--- src/rtl/forward_pass_scheduler.sv ---
// forward_pass_scheduler
//
// This block runs one forward pass of the cached dilated causal conv network
// for each rising edge of sample_clk. A pass pulses the left-shift buffers and
// then starts each conv stage in order. After each start it waits for that
// stage's result-valid. Where CACHE_AFTER selects it, the following activation
// cache is clocked next. At the end the block signals that the final output
// can be latched. It also records the pass length and flags dropped requests.
//
// Build option SCHED_TIMEOUT_EN:
//   defined   - each stage wait is bounded to TIMEOUT cycles. A hung stage
//               aborts the pass and reports its index.
//   undefined - the wait is unbounded; timeout_err and timeout_stage read 0.
//
// Ports:
//   clk, rst        system clock; asynchronous active-high reset
//   sample_clk      asynchronous pass request (rising edge)
//   stage_out_v     per-stage result-valid
//   clear_err       one-cycle clear of overrun/timeout flags and counters
//   lsb_clk         one-cycle pulse to the left-shift buffers
//   stage_rst       one-hot start pulse to stage i
//   cache_clk       one-hot pulse to the activation cache after stage i
//   out_latch       one-cycle pulse: the final stage output is valid
//   busy            a pass is in progress
//   pass_cycles     length of the last completed pass, START..DONE inclusive
//   overrun         sticky: a request arrived while busy and was dropped
//   overrun_count   saturating count of dropped requests
//   timeout_err     sticky: a stage failed to complete in time
//   timeout_stage   index of the stage that timed out
//
// state | meaning
// IDLE  | waiting for a synchronised request
// START | lsb_clk pulse, stage index reset to 0
// RST   | stage_rst[idx] pulse, wait timer loaded
// WAIT  | waiting for stage_out_v[idx]; the first cycle is ignored
// CACHE | cache_clk[idx] pulse
// DONE  | out_latch pulse, pass length captured

module forward_pass_scheduler #(
  parameter int unsigned          N_STAGES    = 7,
  parameter logic [N_STAGES-1:0]  CACHE_AFTER = 7'b0100010,
  parameter int unsigned          TIMEOUT     = 1024,
  parameter int unsigned          CNT_W       = 32,
  localparam int unsigned         IW          = (N_STAGES > 1) ? $clog2(N_STAGES) : 1
) (
  input  logic                clk,
  input  logic                rst,
  input  logic                sample_clk,
  input  logic [N_STAGES-1:0] stage_out_v,
  input  logic                clear_err,
  output logic                lsb_clk,
  output logic [N_STAGES-1:0] stage_rst,
  output logic [N_STAGES-1:0] cache_clk,
  output logic                out_latch,
  output logic                busy,
  output logic [CNT_W-1:0]    pass_cycles,
  output logic                overrun,
  output logic [15:0]         overrun_count,
  output logic                timeout_err,
  output logic [IW-1:0]       timeout_stage
);

  localparam int unsigned   WW        = $clog2(TIMEOUT);
  // The wait timer counts down from TIMEOUT-1. It still holds the load value
  // only in the first WAIT cycle, and it reaches zero in WAIT cycle TIMEOUT.
  localparam logic [WW-1:0] WAIT_LOAD = WW'(TIMEOUT - 1);

  typedef enum logic [2:0] {
    S_IDLE, S_START, S_RST, S_WAIT, S_CACHE, S_DONE
  } state_t;

  state_t              state_q, state_d;
  logic [IW-1:0]       idx_q, idx_d;
  logic [WW-1:0]       wait_q, wait_d;
  logic [CNT_W-1:0]    cnt_q, cnt_d;
  logic [CNT_W-1:0]    pass_cycles_q, pass_cycles_d;
  logic                sync1_q, sync2_q, sync3_q;
  logic                lsb_clk_q, lsb_clk_d;
  logic [N_STAGES-1:0] stage_rst_q, stage_rst_d;
  logic [N_STAGES-1:0] cache_clk_q, cache_clk_d;
  logic                out_latch_q, out_latch_d;
  logic                busy_q, busy_d;
  logic                overrun_q, overrun_d;
  logic [15:0]         ovr_cnt_q, ovr_cnt_d;
  logic                req;
  logic                busy_now;
  logic                last_stage;

`ifdef SCHED_TIMEOUT_EN
  logic                tmo_hit;
  logic                tmo_err_q, tmo_err_d;
  logic [IW-1:0]       tmo_stage_q, tmo_stage_d;
`endif

  // Rising edge of the synchronised strobe, one cycle wide.
  assign req        = sync2_q & ~sync3_q;
  assign busy_now   = (state_q != S_IDLE);
  assign last_stage = (idx_q == IW'(N_STAGES - 1));

  always_comb begin
    state_d       = state_q;
    idx_d         = idx_q;
    wait_d        = wait_q;
    cnt_d         = cnt_q;
    pass_cycles_d = pass_cycles_q;
`ifdef SCHED_TIMEOUT_EN
    tmo_hit       = 1'b0;
`endif
    if (busy_now) cnt_d = cnt_q + CNT_W'(1);

    case (state_q)
      S_IDLE: begin
        if (req) begin
          state_d = S_START;
          cnt_d   = '0;
        end
      end
      S_START: begin
        idx_d   = '0;
        state_d = S_RST;
      end
      S_RST: begin
        wait_d  = WAIT_LOAD;
        state_d = S_WAIT;
      end
      S_WAIT: begin
        if ((wait_q != WAIT_LOAD) && stage_out_v[idx_q]) begin
          if (CACHE_AFTER[idx_q]) begin
            state_d = S_CACHE;
          end else if (last_stage) begin
            state_d = S_DONE;
          end else begin
            idx_d   = idx_q + IW'(1);
            state_d = S_RST;
          end
        end else if (wait_q != '0) begin
          wait_d = wait_q - WW'(1);
        end
`ifdef SCHED_TIMEOUT_EN
        else begin
          tmo_hit = 1'b1;
          state_d = S_IDLE;
        end
`endif
      end
      S_CACHE: begin
        if (last_stage) begin
          state_d = S_DONE;
        end else begin
          idx_d   = idx_q + IW'(1);
          state_d = S_RST;
        end
      end
      S_DONE: begin
        // cnt_q has counted every cycle of the pass before this one.
        pass_cycles_d = cnt_q + CNT_W'(1);
        state_d       = S_IDLE;
      end
      default: state_d = S_IDLE;
    endcase
  end

  // Pulses are decoded from the next state, so each flop is high exactly in
  // the cycle its state is current.
  always_comb begin
    lsb_clk_d   = (state_d == S_START);
    out_latch_d = (state_d == S_DONE);
    busy_d      = (state_d != S_IDLE);
    stage_rst_d = '0;
    cache_clk_d = '0;
    for (int i = 0; i < int'(N_STAGES); i++) begin
      stage_rst_d[i] = (state_d == S_RST)   && (idx_d == IW'(i));
      cache_clk_d[i] = (state_d == S_CACHE) && (idx_d == IW'(i));
    end
  end

  // A request that is dropped in the same cycle as clear_err still counts.
  always_comb begin
    overrun_d = overrun_q;
    ovr_cnt_d = ovr_cnt_q;
    if (clear_err) begin
      overrun_d = 1'b0;
      ovr_cnt_d = '0;
    end
    if (req && busy_now) begin
      overrun_d = 1'b1;
      if (clear_err)                 ovr_cnt_d = 16'd1;
      else if (ovr_cnt_q != 16'hFFFF) ovr_cnt_d = ovr_cnt_q + 16'd1;
    end
  end

  always_ff @(posedge clk or posedge rst) begin
    if (rst) begin
      state_q       <= S_IDLE;
      idx_q         <= '0;
      wait_q        <= '0;
      cnt_q         <= '0;
      pass_cycles_q <= '0;
      sync1_q       <= 1'b0;
      sync2_q       <= 1'b0;
      sync3_q       <= 1'b0;
      lsb_clk_q     <= 1'b0;
      stage_rst_q   <= '0;
      cache_clk_q   <= '0;
      out_latch_q   <= 1'b0;
      busy_q        <= 1'b0;
      overrun_q     <= 1'b0;
      ovr_cnt_q     <= '0;
    end else begin
      state_q       <= state_d;
      idx_q         <= idx_d;
      wait_q        <= wait_d;
      cnt_q         <= cnt_d;
      pass_cycles_q <= pass_cycles_d;
      sync1_q       <= sample_clk;
      sync2_q       <= sync1_q;
      sync3_q       <= sync2_q;
      lsb_clk_q     <= lsb_clk_d;
      stage_rst_q   <= stage_rst_d;
      cache_clk_q   <= cache_clk_d;
      out_latch_q   <= out_latch_d;
      busy_q        <= busy_d;
      overrun_q     <= overrun_d;
      ovr_cnt_q     <= ovr_cnt_d;
    end
  end

`ifdef SCHED_TIMEOUT_EN
  always_comb begin
    tmo_err_d   = tmo_err_q;
    tmo_stage_d = tmo_stage_q;
    if (clear_err) begin
      tmo_err_d   = 1'b0;
      tmo_stage_d = '0;
    end
    if (tmo_hit) begin
      tmo_err_d   = 1'b1;
      tmo_stage_d = idx_q;
    end
  end

  always_ff @(posedge clk or posedge rst) begin
    if (rst) begin
      tmo_err_q   <= 1'b0;
      tmo_stage_q <= '0;
    end else begin
      tmo_err_q   <= tmo_err_d;
      tmo_stage_q <= tmo_stage_d;
    end
  end

  assign timeout_err   = tmo_err_q;
  assign timeout_stage = tmo_stage_q;
`else
  assign timeout_err   = 1'b0;
  assign timeout_stage = '0;
`endif

  assign lsb_clk       = lsb_clk_q;
  assign stage_rst     = stage_rst_q;
  assign cache_clk     = cache_clk_q;
  assign out_latch     = out_latch_q;
  assign busy          = busy_q;
  assign pass_cycles   = pass_cycles_q;
  assign overrun       = overrun_q;
  assign overrun_count = ovr_cnt_q;

endmodule

--- config.mk ---
export PLATFORM = sky130hd
export DESIGN_NAME = forward_pass_scheduler
export DESIGN_NICKNAME = d
export VERILOG_FILES = /design/src/rtl/forward_pass_scheduler.sv
export SDC_FILE = /design/constraint.sdc
export NUM_CORES = 1
export LEC_CHECK = 0
export CORE_MARGIN = 2
export CORE_UTILIZATION = 40
export CTS_CLUSTER_SIZE = 24
export DETAILED_ROUTE_END_ITERATION = 7
export PLACE_DENSITY = 0.7
export SETUP_SLACK_MARGIN = 0.02
export SYNTH_ARGS = -nofsm -noshare
export SYNTH_HDL_FRONTEND = slang
export SYNTH_SLANG_ARGS = --single-unit
--- constraint.sdc ---
create_clock -name clk -period 9.8 [get_ports clk]
set_clock_uncertainty 0.05 [all_clocks]
set_input_delay 2.94 -clock clk [delete_from_list [all_inputs] [get_ports clk]]
set_output_delay 2.94 -clock clk [all_outputs]
set_load 0.05 [all_outputs]
Yosys cells after proc, flatten, opt, wreduce, memory -nomap -nowiden
Memory sizes are Yosys's and may differ from the RTL's.
Index checks and enable logic that the tools add are counted.

storage, ports and cells
  flip-flop bits (word level) = 117
  latch bits = 0
  RAM bits = 0
  ROM bits = 8
  input bits = 11
  output and inout bits = 70
  logic and storage cells = 91
  memories kept = 1

cells by class
  add/subtract/negate cells = 4
  multipliers = 0
  divide/modulo/power cells = 0
  magnitude comparators = 1
  equal/unequal tests = 20
  shift-type cells = 0
  muxes and demuxes = 24
  bitwise gates (word level) = 2
  reduce and logical (&&, ||, !) cells = 24

memory list
  name             depth  bits a word  read ports  clocked after memory_dff  write ports  line  text
  (no name shown)  8      1            1           0                         0            128   if (CACHE_AFTER[idx_q]) begin

operators with widths
  kind                                                         count
  2-to-1 mux 32 bit                                            3
  2-to-1 mux 16 bit                                            4
  adder 32 x 1 -> 32 bit (second input constant)               1
  == test 3 bit (second input constant)                        8
  2-to-1 mux 3 bit                                             7
  2-to-1 mux 10 bit                                            2
  case mux 10 bit (2 select lines)                             1
  adder 16 x 1 -> 16 bit (second input constant)               1
  logical AND 1 bit                                            16
  != test 16 bit (second input constant)                       1
  == test 3 x 2 -> 1 bit (second input constant)               5
  case mux 3 bit (5 select lines)                              1
  != test 10 bit (second input constant)                       1
  nonzero test 10 bit                                          1
  subtractor 10 x 1 -> 10 bit (second input constant)          1
  == test 3 x 1 -> 1 bit (second input constant)               3
  case mux 3 bit (3 select lines)                              1
  logical NOT 3 bit                                            2
  nonzero test 3 bit                                           2
  less-than comparator 3 x 4 -> 1 bit (second input constant)  1
  2-to-1 mux 1 bit                                             4
  != test 2 bit (second input constant)                        2
  nonzero test 2 bit                                           2
  adder 3 x 1 -> 3 bit (second input constant)                 1
  other kinds (4)                                              4

Longest topological paths before layout
  word-level depth = 7
  depth in mapped cells = 9
  mapped depth without buffers = 8

Worst setup path before layout
No wires, ideal clock.

  kind = input-to-reg
  from = input stage_out_v[5]
  to = register stage_rst_q[0] (netlist: stage_rst[0])
  library setup time = 144 ps
  arrival time = 4131 ps
  required time = 9606 ps
  setup slack = 5475 ps
  stages = 7
  buffers on the path = 0
  cells stage by stage = mux2i_1 -> o211ai_1 -> nand3_4 -> o41ai_2 -> o221ai_2 -> clkinv_4 -> nor3_1

between the ends
  word-level cells in the longest chain between the ends = 7
  elaborated cells on any way between the ends = 10
  those cells by class = eq/ne (1); mux (6); reduce/logical (3)

RTL lines
  what                                    line  text
  start: declaration                      49    input logic [N_STAGES-1:0] stage_out_v,
  binary-select mux 1 bit (select 3 bit)  127   if ((wait_q != WAIT_LOAD) && stage_out_v[idx_q]) begin
  2-to-1 mux 1 bit (not written as such)  127
  logical AND 1 bit                       127
  2-to-1 mux 3 bit                        127
  case mux 3 bit (3 select lines)         111   case (state_q)
  net idx_d[0]                            73    logic [IW-1:0] idx_q, idx_d;
  logical NOT 3 bit                       172   stage_rst_d[i] = (state_d == S_RST) && (idx_d == IW'(i));
  logical AND 1 bit                       172
  net stage_rst_d[0]                      79    logic [N_STAGES-1:0] stage_rst_q, stage_rst_d;
  end signal: assignment                  219   stage_rst_q <= stage_rst_d;
  end: declaration                        79

The timed path passes the listed nets, and every way through them passes these cells. The select of a mux whose other input is x is not followed.
A chain may end at the register's enable or synchronous reset.

Worst setup path after layout
  from = register ovr_cnt_q[0] (netlist: overrun_count[0])
  to = output overrun_count[0]

RTL lines
  what                      line  text
  start: declaration        84    logic [15:0] ovr_cnt_q, ovr_cnt_d;
  start signal: assignment  224   ovr_cnt_q <= ovr_cnt_d;
  end: declaration          58    output logic [15:0] overrun_count,

No word-level cell between the ends.

==> qor.csv <==
stage;metric;value;unit
synth;FF+latch count, synth;117;
clock_tree;CTS Buf Count;17;
clock_tree;Root Driver;clkbuf_16;
timing;RSZ-0062 raised after global routing;no;
floorplan;Die Y;127;microns
timing;setup violators final;0;
critical_path;critical path's slowest cell;clkdlybuf4s50_1;
min_path;hold crit path type;reg2reg;
clock_tree;clk buf depth;2;
floorplan;die area;16100;sq um
clock_tree;Resized cells post-CTS;0;
global_route;grt ovf;0;
detailed_routing;Starting DRT DRC Count;325;
timing;Final Slew Violations;0;
synth;Synth Cell Area;6030;sq um
final_layout;share of cells above drive strength 1;8.87;%
clock_tree;Worst-path clk slew;0.06;ns
synth;prevailing post-synth register cell;dfrtp_1;
detailed_routing;Detail Route Antenna Nets;0;
critical_path;CP Launch Type;register;
critical_path;crit end category;primary output;
floorplan;FP Rows;44;
pwr;VDD IR max;140;uV
global_route;first-pass GRT wire length;22100;microns
pwr;Power Total;1.67;mW
timing;Final Hold Viols;0;
synth;Seq/Total Area, Yosys;48.5;%
final_layout;area grow syn2layout;23.9;%
critical_path;Top delay family on crit path;buffers and inverters;
clock_tree;CTS tree;done;
critical_path;critical path cell sequence;clkdlybuf4s50_1;
critical_path;kind of critical path;reg2out;
critical_path;Bufs and invs on worst path;1;
timing;Final Cycle Share;48.5;%
detailed_routing;Vias;4790;
floorplan;Die X-Extent;127;microns
pwr;Leak;3.04;nW
critical_path;Largest stage delay, worst path;0.86;ns
critical_path;worst reg-to-reg path cell count;6;
timing;Final min period;4.75;ns
synth;Post-synth EDFFs;0;
critical_path;reg2reg setup slack;6.71;ns
timing;WHS;0.298;ns
critical_path;r2r startpoint;state_q[0]$_DFF_PP0_;
floorplan;I/O pin cnt;81;
detailed_routing;via-per-instance ratio;5.36;
placement;RePlAce Congestion;0.858;
min_path;worst hold path cell count;0;
floorplan;Initial Utilization;41.2;%
global_route;largest net degree at the start of global routing;77;
clock_tree;Clock Latency Late Sink;0.42;ns
pwr;PwrDens;223;nW/um^2
detailed_routing;Routed WL per cell;14.4;microns
clock_tree;hold buffers post-CTS;0;
critical_path;Worst R2R End;overrun_count[15]$_DFF_PP0_;
final_layout;Total Nets Final;716;
min_path;Hold EP;sync2_q$_DFF_PP0_;
placement;detailed placement HPWL;8620;microns
clock_tree;H-tree depth;4;
run_status;status;finished clean;
clock_tree;Post-CTS Setup Repair Bufs;0;
detailed_routing;drt pass-1 iters;4;
timing;Max-slew headroom;18.5;%
global_route;vias in the first global route;4667;
synth;Synth cell types;74;
placement;Placement Setup Slack;4.66;ns
flow_run;max cap viols;0;
min_path;HP Start;sync1_q$_DFF_PP0_;
synth;Synth Instances;635;
final_layout;Core Util, Final;51.0;%
clock_tree;total clock sinks;117;
critical_path;Crit path required time;6.81;ns
critical_path;peak fanout along the critical path;7;
timing;setup_tns;0;ns
synth;async set-or-reset flop fraction in the synthesized netlist;100;%
timing;Final WS setup;5.05;ns
timing;Slew @ Worst Pin;1.22;ns
detailed_routing;final wirelength;12900;microns
global_route;initial antenna violation count;0;
placement;IO buf count;76;
global_route;GRT Resource Usage Total;16.7;%
synth;Synth warnings;0;
synth;syn_area_per_cell;9.50;sq um
final_layout;Ant. Diodes;0;
floorplan;core outline area;14600;sq um
detailed_routing;DRC;0;
critical_path;Worst EP arrival;1.76;ns
timing;Max Freq;210;MHz
registers in the layout, indices dropped and copies added (netlist names):
register / cells
wait_q: 10
cache_clk: 7
sync3_q: 1
idx_q: 3
sync1_q: 1
overrun: 1
overrun_count: 16
busy: 1
state_q: 3
stage_rst: 7
sync2_q: 1
cnt_q: 32
out_latch: 1
lsb_clk: 1
pass_cycles: 32
cell usage after synthesis, types with 2 or more instances:
| cell | number | area [sq um] |
|---|---|---|
| o31ai_1 | 16 | 120 |
| nand2_1 | 94 | 353 |
| o21ai_1 | 3 | 15.0 |
| inv_1 | 13 | 48.8 |
| xnor2_1 | 24 | 210 |
| or2_2 | 2 | 12.5 |
| a21oi_1 | 8 | 40.0 |
| nand3b_1 | 4 | 30.0 |
| nor2_1 | 41 | 154 |
| and4_1 | 2 | 17.5 |
| clkbuf_1 | 18 | 67.6 |
| nor3_1 | 20 | 100 |
| o2111ai_1 | 3 | 26.3 |
| or3_1 | 3 | 18.8 |
| buf_4 | 9 | 67.6 |
| and2_1 | 4 | 25.0 |
| dfrtp_1 | 117 | 2930 |
| buf_2 | 3 | 15.0 |
| o21ai_0 | 76 | 380 |
| nand2b_1 | 4 | 25.0 |
| clkbuf_8 | 3 | 41.3 |
| nor2b_1 | 6 | 37.5 |
| a31oi_1 | 11 | 68.8 |
| buf_1 | 5 | 18.8 |
| nand4_1 | 8 | 50.1 |
| xor2_1 | 25 | 219 |
| a21o_1 | 3 | 22.5 |
| and3_1 | 16 | 100 |
| nand3_1 | 33 | 165 |
| ha_1 | 8 | 100 |
| nor4_1 | 5 | 31.3 |
| mux2i_1 | 6 | 60.1 |
per-stage QoR:
step,area (sq um),std cells
floorplan,6050,638
global placement,6850,862
detailed placement,6850,862
CTS,7470,894
global route,7470,894
finish,7470,894
kinds of logic (layout without fill, tap and decap cells):
logic type,after synthesis,in the layout,share of synthesized area [%]
simple gates,260,260,22.1
compound gates,140,140,14.7
flops,117,117,48.5
buf+inv,53,125,4.62
xor+xnor,49,49,7.11
fa+ha+maj,8,8,1.66
mux,7,7,1.18
other cells,1,4,0.0621
layout make-up:
cell class,count,area [sq um]
Clock inverter,15,204
Inverter,14,60.1
Multi-Input combinational cell,468,2840
Sequential cell,117,2930
Clock buffer,17,425
Tap cell,184,230
Timing Repair Buffer,79,783
Fill cell,1339,7170
per-layer routing:
| layer | GRT usage [%] | wire (microns) | vias to the layer above |
|---|---|---|---|
| li1 | - | - | 2345 |
| met4 | 6.46 | 197 | 0 |
| met1 | 21.2 | 5810 | 2327 |
| met2 | 27.4 | 6410 | 99 |
| met3 | 4.47 | 495 | 19 |
| met5 | 0 | 0 | - |
cell usage in the layout, fill, tap and decap left out, types with 17 or more instances in the layout:
master	synthesis	layout
o21ai_0	76	76
nor3_1	20	19
nor2_1	41	41
nand3_1	33	33
xor2_1	25	25
clkdlybuf4s50_1	0	76
dfrtp_1	117	117
clkbuf_16	0	17
nand2_1	94	94
xnor2_1	24	24
how the worst max path moves through the flow:
stage	start	end	slack (ns)	cells after the start
after floorplan	rst	busy$_DFF_PP0_	3.71	1
after global placement	stage_out_v[3]	stage_rst[0]$_DFF_PP0_	4.79	8
after detailed placement	stage_out_v[2]	stage_rst[6]$_DFF_PP0_	4.66	8
after CTS	overrun_count[0]$_DFF_PP0_	overrun_count[0]	5.02	1
after global routing	stage_out_v[5]	stage_rst[0]$_DFF_PP0_	4.95	8
final	overrun_count[0]$_DFF_PP0_	overrun_count[0]	5.05	1
report_power, final:
group	switching, mW	internal [mW]
clock network	0.231	0.426
logic	0.284	0.141
registers	0.0610	0.527
worst register-to-register path, stage by stage (launching register included):
cell     delay, ns
dfrtp_1       0.72
or3_1         0.69
nand2_1       0.23
nor4_1        0.84
nand3_1       0.20
xor2_1        0.17
nor2_1        0.05
Power figures use the tool's default switching activity.
